<file path="config.mk">
export PLATFORM = sky130hd
export DESIGN_NAME = knn_nat_master
export DESIGN_NICKNAME = d
export VERILOG_FILES = /design/src/rtl/knn_nat_master_pkg.sv /design/src/rtl/knn_nat_master_fifo.sv /design/src/rtl/knn_nat_master.sv
export SDC_FILE = /design/constraint.sdc
export NUM_CORES = 1
export LEC_CHECK = 0
export BUFFER_PORTS_ARGS = -buffer_cell sky130_fd_sc_hd__buf_2
export CELL_PAD_IN_SITES_DETAIL_PLACEMENT = 1
export CELL_PAD_IN_SITES_GLOBAL_PLACEMENT = 2
export CORE_AREA = 5 5 164 151
export CTS_CLUSTER_DIAMETER = 100
export DETAILED_ROUTE_END_ITERATION = 16
export DIE_AREA = 0 0 169 156
export PLACE_DENSITY = 0.83
export SLEW_MARGIN = 5
export SYNTH_ARGS = -nofsm -noshare
export SYNTH_HDL_FRONTEND = slang
export SYNTH_SLANG_ARGS = --single-unit
</file>
<file path="constraint.sdc">
create_clock -name clk -period 3.2 [get_ports clk]
set_clock_uncertainty 0.2 [all_clocks]
set_input_delay 0.16 -clock clk [delete_from_list [all_inputs] [get_ports clk]]
set_output_delay 0.16 -clock clk [all_outputs]
set_load 0.005 [all_outputs]
</file>
<file path="src/rtl/knn_nat_master_pkg.sv">
// Shared definitions for the KNN native-bus read master: FSM state
// encoding and the bus wait timeout (used when KNN_MST_TIMEOUT_EN is set).
package knn_nat_master_pkg;

  typedef enum logic [1:0] {
    IDLE  = 2'd0,
    REQ   = 2'd1,
    DRAIN = 2'd2,
    DONE  = 2'd3
  } state_t;

  // Maximum number of cycles a request may wait for m_ready.
  localparam logic [15:0] KNN_MST_TIMEOUT = 16'hFFFF;

endpackage

</file>
<file path="src/rtl/knn_nat_master_fifo.sv">
// knn_mst_fifo: small synchronous FIFO buffering fetched words for the
// KNN datapath. dout is driven from registered storage and reads 0 when empty.
module knn_mst_fifo #(
  parameter int DATA_W = 32,
  parameter int DEPTH  = 2,
  parameter int CNT_W  = $clog2(DEPTH + 1)
) (
  input  logic              clk,
  input  logic              rst,
  input  logic              flush,
  input  logic              push,
  input  logic [DATA_W-1:0] din,
  input  logic              pop,
  output logic [DATA_W-1:0] dout,
  output logic              full,
  output logic              empty,
  output logic [CNT_W-1:0]  count
);

  localparam int PTR_W = (DEPTH > 1) ? $clog2(DEPTH) : 1;

  logic [DATA_W-1:0] mem [DEPTH];
  logic [PTR_W-1:0]  wr_ptr;
  logic [PTR_W-1:0]  rd_ptr;
  logic              do_push;
  logic              do_pop;

  assign empty   = (count == '0);
  assign full    = (count == CNT_W'(DEPTH));
  assign do_pop  = pop & ~empty;
  assign do_push = push & (~full | do_pop);
  assign dout    = empty ? '0 : mem[rd_ptr];

  // Pointer and occupancy tracking; a simultaneous push and pop keeps the count.
  always_ff @(posedge clk) begin
    if (rst || flush) begin
      wr_ptr <= '0;
      rd_ptr <= '0;
      count  <= '0;
    end else begin
      if (do_push) wr_ptr <= wr_ptr + PTR_W'(1);
      if (do_pop)  rd_ptr <= rd_ptr + PTR_W'(1);
      case ({do_push, do_pop})
        2'b10:   count <= count + CNT_W'(1);
        2'b01:   count <= count - CNT_W'(1);
        default: count <= count;
      endcase
    end
  end

  // Data storage, written on accepted pushes only.
  always_ff @(posedge clk) begin
    if (do_push) mem[wr_ptr] <= din;
  end

endmodule

</file>
<file path="src/rtl/knn_nat_master.sv">
// knn_nat_master: native-interface read master fetching len consecutive
// words from base_addr and streaming them out through a small FIFO.
// Optional macro KNN_MST_TIMEOUT_EN adds an error output and bus wait timeout.
module knn_nat_master
  import knn_nat_master_pkg::*;
#(
  parameter int ADDR_W     = 32,
  parameter int DATA_W     = 32,
  parameter int LEN_W      = 16,
  parameter int FIFO_DEPTH = 2
) (
  input  logic                clk,
  input  logic                rst,
  input  logic                start,
  input  logic [ADDR_W-1:0]   base_addr,
  input  logic [LEN_W-1:0]    len,
  output logic                busy,
  output logic                done,
  output logic                m_valid,
  output logic [ADDR_W-1:0]   m_addr,
  output logic [DATA_W-1:0]   m_wdata,
  output logic [DATA_W/8-1:0] m_wstrb,
  input  logic [DATA_W-1:0]   m_rdata,
  input  logic                m_ready,
  output logic [DATA_W-1:0]   dout,
  output logic                dout_valid,
  input  logic                dout_ready
`ifdef KNN_MST_TIMEOUT_EN
  ,
  output logic                error
`endif
);

  localparam int STRIDE = DATA_W / 8;
  localparam int CNT_W  = $clog2(FIFO_DEPTH + 1);
  localparam logic [ADDR_W-1:0] ADDR_MASK = ~(ADDR_W'(STRIDE - 1));

  state_t           state;
  logic [LEN_W-1:0] rem;
  logic             push;
  logic             pop;
  logic             flush;
  logic             fifo_full;
  logic             fifo_empty;
  logic [CNT_W-1:0] fifo_count;
  logic [CNT_W:0]   count_next;
  logic             has_slot;

  assign m_wdata = '0;
  assign m_wstrb = '0;

  assign push       = (state == REQ) & m_valid & m_ready;
  assign pop        = dout_valid & dout_ready;
  assign dout_valid = ~fifo_empty;

  // Occupancy after this edge; a request may only be raised if a slot will
  // still be free in the cycle it can first be answered.
  always_comb begin
    count_next = {1'b0, fifo_count} + {{CNT_W{1'b0}}, push} - {{CNT_W{1'b0}}, pop};
    has_slot   = push ? (count_next < (CNT_W + 1)'(FIFO_DEPTH)) : (~fifo_full | pop);
  end

`ifdef KNN_MST_TIMEOUT_EN
  logic [15:0] wait_cnt;
  logic        timeout_hit;

  // Request has been waiting its final allowed cycle without a response.
  always_comb begin
    timeout_hit = (state == REQ) & m_valid & ~m_ready &
                  (wait_cnt == KNN_MST_TIMEOUT - 16'd1);
  end
  assign flush = timeout_hit;
`else
  assign flush = 1'b0;
`endif

  knn_mst_fifo #(
    .DATA_W (DATA_W),
    .DEPTH  (FIFO_DEPTH),
    .CNT_W  (CNT_W)
  ) u_fifo (
    .clk   (clk),
    .rst   (rst),
    .flush (flush),
    .push  (push),
    .din   (m_rdata),
    .pop   (pop),
    .dout  (dout),
    .full  (fifo_full),
    .empty (fifo_empty),
    .count (fifo_count)
  );

  // Control FSM with registered bus request, address/remaining counters and status.
  always_ff @(posedge clk) begin
    if (rst) begin
      state   <= IDLE;
      busy    <= 1'b0;
      done    <= 1'b0;
      m_valid <= 1'b0;
      m_addr  <= '0;
      rem     <= '0;
`ifdef KNN_MST_TIMEOUT_EN
      wait_cnt <= '0;
      error    <= 1'b0;
`endif
    end else begin
      done <= 1'b0;
      case (state)
        IDLE: begin
          if (start) begin
            busy <= 1'b1;
`ifdef KNN_MST_TIMEOUT_EN
            error    <= 1'b0;
            wait_cnt <= '0;
`endif
            if (len != '0) begin
              // FIFO is always empty in IDLE, so the first request can go out at once.
              state   <= REQ;
              m_addr  <= base_addr & ADDR_MASK;
              rem     <= len;
              m_valid <= 1'b1;
            end else begin
              state <= DONE;
              done  <= 1'b1;
            end
          end
        end
        REQ: begin
          if (m_valid && m_ready) begin
            m_addr <= m_addr + ADDR_W'(STRIDE);
            rem    <= rem - LEN_W'(1);
`ifdef KNN_MST_TIMEOUT_EN
            wait_cnt <= '0;
`endif
            if (rem == LEN_W'(1)) begin
              m_valid <= 1'b0;
              state   <= DRAIN;
            end else begin
              m_valid <= has_slot;
            end
          end else if (m_valid) begin
`ifdef KNN_MST_TIMEOUT_EN
            if (timeout_hit) begin
              m_valid  <= 1'b0;
              error    <= 1'b1;
              wait_cnt <= '0;
              state    <= DONE;
              done     <= 1'b1;
            end else begin
              wait_cnt <= wait_cnt + 16'd1;
            end
`endif
          end else begin
            m_valid <= has_slot;
          end
        end
        DRAIN: begin
          if (fifo_empty) begin
            state <= DONE;
            done  <= 1'b1;
          end
        end
        DONE: begin
          state <= IDLE;
          busy  <= 1'b0;
        end
        default: state <= IDLE;
      endcase
    end
  end

endmodule

</file>
==> summary.txt <==
Clock tree
  – CTS resizes: 0
  – Later-pin clock latency in the skew report: 420 ps
  – Clock sinks: 120
  – Num CTS Buffers: 17
  – CTS Buffer Depth: 2
  – Post-CTS Hold Buffers: 71
  – H-tree levels: 4
  – Clock Pin Slew Worst Setup and Hold Paths: 60 ps
  – TritonCTS clock tree: yes
  – Root Buffer Master: clkbuf_16
  – Setup Fix Bufs, Post-CTS: 0

Pwr
  – PD cells: 773 nW/um2
  – Maximum VDD drop: 0.000425 V
  – Static Leak: 0.00336 uW

STA
  – Fmax: 0.361 GHz
  – Crit share post-route: 0.866
  – Worst hold slack: 29.9 ps
  – Slew Limit Headroom: 0.406
  – Final hold vios: 0
  – Shortest period the worst path allows: 2770 ps
  – RSZ-0062 raised after global routing: no
  – Number of setup violations in the final report: 0
  – Worst slew pin tran: 880 ps
  – Pins Over Slew Limit: 0
  – TNS Setup: 0 ps

Cells and area
  – Nets: 964
  – FILL cells: 2,718
  – Area delta synth->final: 35.9%
  – Antenna fix cells: 0
  – Share of layout cells above drive strength 1: 0.244

Worst setup path
  – WP depth: 11
  – Reg2reg path depth: 11
  – Setup crit end kind: register
  – Worst-path cell chain: nor2_2 -> inv_1 -> and2_1 -> ha_1 -> or2_2 -> fa_1 -> xor2_1 -> nor2_1 -> o311ai_0 -> a31o_2 -> a21oi_1
  – Worst EP arrival: 2910 ps
  – CP bufs+invs: 1
  – Max FO, Critical Path: 5
  – Required time worst endpoint: 3340 ps
  – Worst path max stage delay: 450 ps
  – Worst setup SP type: register
  – Slowest cell on the critical path: dfxtp_1
  – Critical path class: register to register
  – CP top delay family: simple AND/OR/NAND/NOR gates

Yosys
  – Number of synthesized flops with an enable pin: 64
  – Gate Count Post-Synth: 655
  – Synth cell types: 70
  – Ys async rst share: 0
  – Sequential share of the synthesized area: 0.484
  – Cell with the most instances after synthesis: nor2_1
  – Top cell type's share of synthesized area: 0.306
  – Synthesized flop and latch total: 120
  – Post-synthesis average cell area: 9.59 um2
  – Synth cell count leaders: nor2_1, edfxtp_1, a21oi_1, dfxtp_1, o21ai_0
  – Synthesized area: 6280 um2
  – Main flop type after synthesis: edfxtp_1
  – Synth area leader: edfxtp_1
  – Main area contributors after synthesis: edfxtp_1, dfxtp_1, mux2i_1
  – Ys Warns: 0

Floorplanning
  – Die area: 26,400 um2
  – # rows: 53
  – Core area: 22,900 um2
  – Height of the chip: 156 um
  – Die Width: 169 um
  – Starting density of the core: 0.275
  – Ports: 189

Run
  – Max Cap Viol: 0

GRT
  – Largest net degree at the start of global routing: 62
  – Antenna violations before repair: 0
  – GRT Overall Usage: 0.151
  – First-pass GRT wire length: 32.0 mm
  – Vias in the first global route: 5,848
  – Gr ovfl total: 0

Routing
  – Vias/cell: 4.82
  – Routed Antenna Nets: 0
  – Drt pass-1 iters: 4
  – Drt drc: 0
  – Per-cell routed wire length: 17.0 um
  – Vias: 5,701
  – Final WL: 20.2 mm
  – Initial DRC Count: 323

Place
  – DP Wirelength: 13.6 mm
  – GP Congestion: 0.771
  – Port Buf Inserts: 148

Min path
  – Worst Hold Class: input pin to register
  – Hold depth: 4

Outcome
  – Status: complete, no violations
-- tightest hold or removal path, cell delays in order --
cell and delay (ps):
buf_2 140, o21ai_0 110, a21oi_1 150, nor2_1 40
-- registers in the layout, indices dropped and copies added (netlist names), 2 cells and up, named ones only --
signal	flops
m_addr	30
rem	16
state	2
u_fifo.count	2
u_fifo.mem	64
-- where the power goes --
group,internal (uW),total (uW),switching [uW]
sequential,1880,2210,325
combinational,1000,2550,1540
clock,1030,1840,811
total,3920,6600,2680
-- area by class of cell --
class / instances / area [um2] / area share
tap: 302 / 378 / 0.0443
inverter: 19 / 71.3 / 0.00836
clock inverter: 15 / 151 / 0.0177
multi-input combinational: 477 / 2890 / 0.338
timing repair buffer: 234 / 1580 / 0.185
clock buffer: 17 / 425 / 0.0498
sequential: 120 / 3040 / 0.357
-- cells in the final DEF, fill, tap and decap left out, types with 14 or more instances in the layout --
cell / count
edfxtp_1: 64
buf_4: 14
dfxtp_1: 55
nand2_1: 38
mux2i_1: 35
nor2_1: 69
nor2b_1: 15
dlygate4sd3_1: 71
a21oi_1: 58
nand3_1: 19
o21ai_0: 39
clkbuf_16: 17
buf_2: 148
inv_1: 18
conb_1: 38
-- final timing paths --
path	slack [ps]	startpoint	endpoint
hold reg to reg	280	rem[10]	rem[10]
setup / recovery	430	u_fifo.count[0]	m_valid
hold / removal	30	start	busy
setup reg to reg	430	u_fifo.count[0]	m_valid
-- stage by stage --
stage | instance area (um2) | power [uW] | util | cells | worst slack (ps)
after floorplan | 6420 | 3850 | - | 692 | 166
after global placement | 7250 | 4640 | 0.317 | 1081 | 505
after detailed placement | 7250 | 4700 | 0.317 | 1081 | 405
after CTS | 8540 | 6660 | 0.373 | 1184 | 409
after global routing | 8540 | 7050 | 0.373 | 1184 | 270
final | 8540 | 6600 | 0.373 | 1184 | 427
-- cell families (layout without fill, tap and decap cells) --
kind of cell | Yosys count | after routing | share of synthesized area
buffers and inverters | 95 | 285 | 0.0803
other | 1 | 38 | 0.000597
adders and majority gates | 10 | 10 | 0.0211
xor gates and xnor gates | 5 | 5 | 0.00697
AOI/OAI and AO/OA | 169 | 169 | 0.165
DFF | 120 | 120 | 0.484
muxes | 37 | 37 | 0.0594
and+or+nand+nor | 218 | 218 | 0.182
-- per-layer routing --
| metal | routed length [um] | GRT usage |
|---|---|---|
| met5 | 0 | 0 |
| met4 | 370 | 0.0479 |
| met3 | 709 | 0.0286 |
| met2 | 9930 | 0.254 |
| met1 | 9160 | 0.197 |
Note: power is estimated with default switching activity, not from simulation.
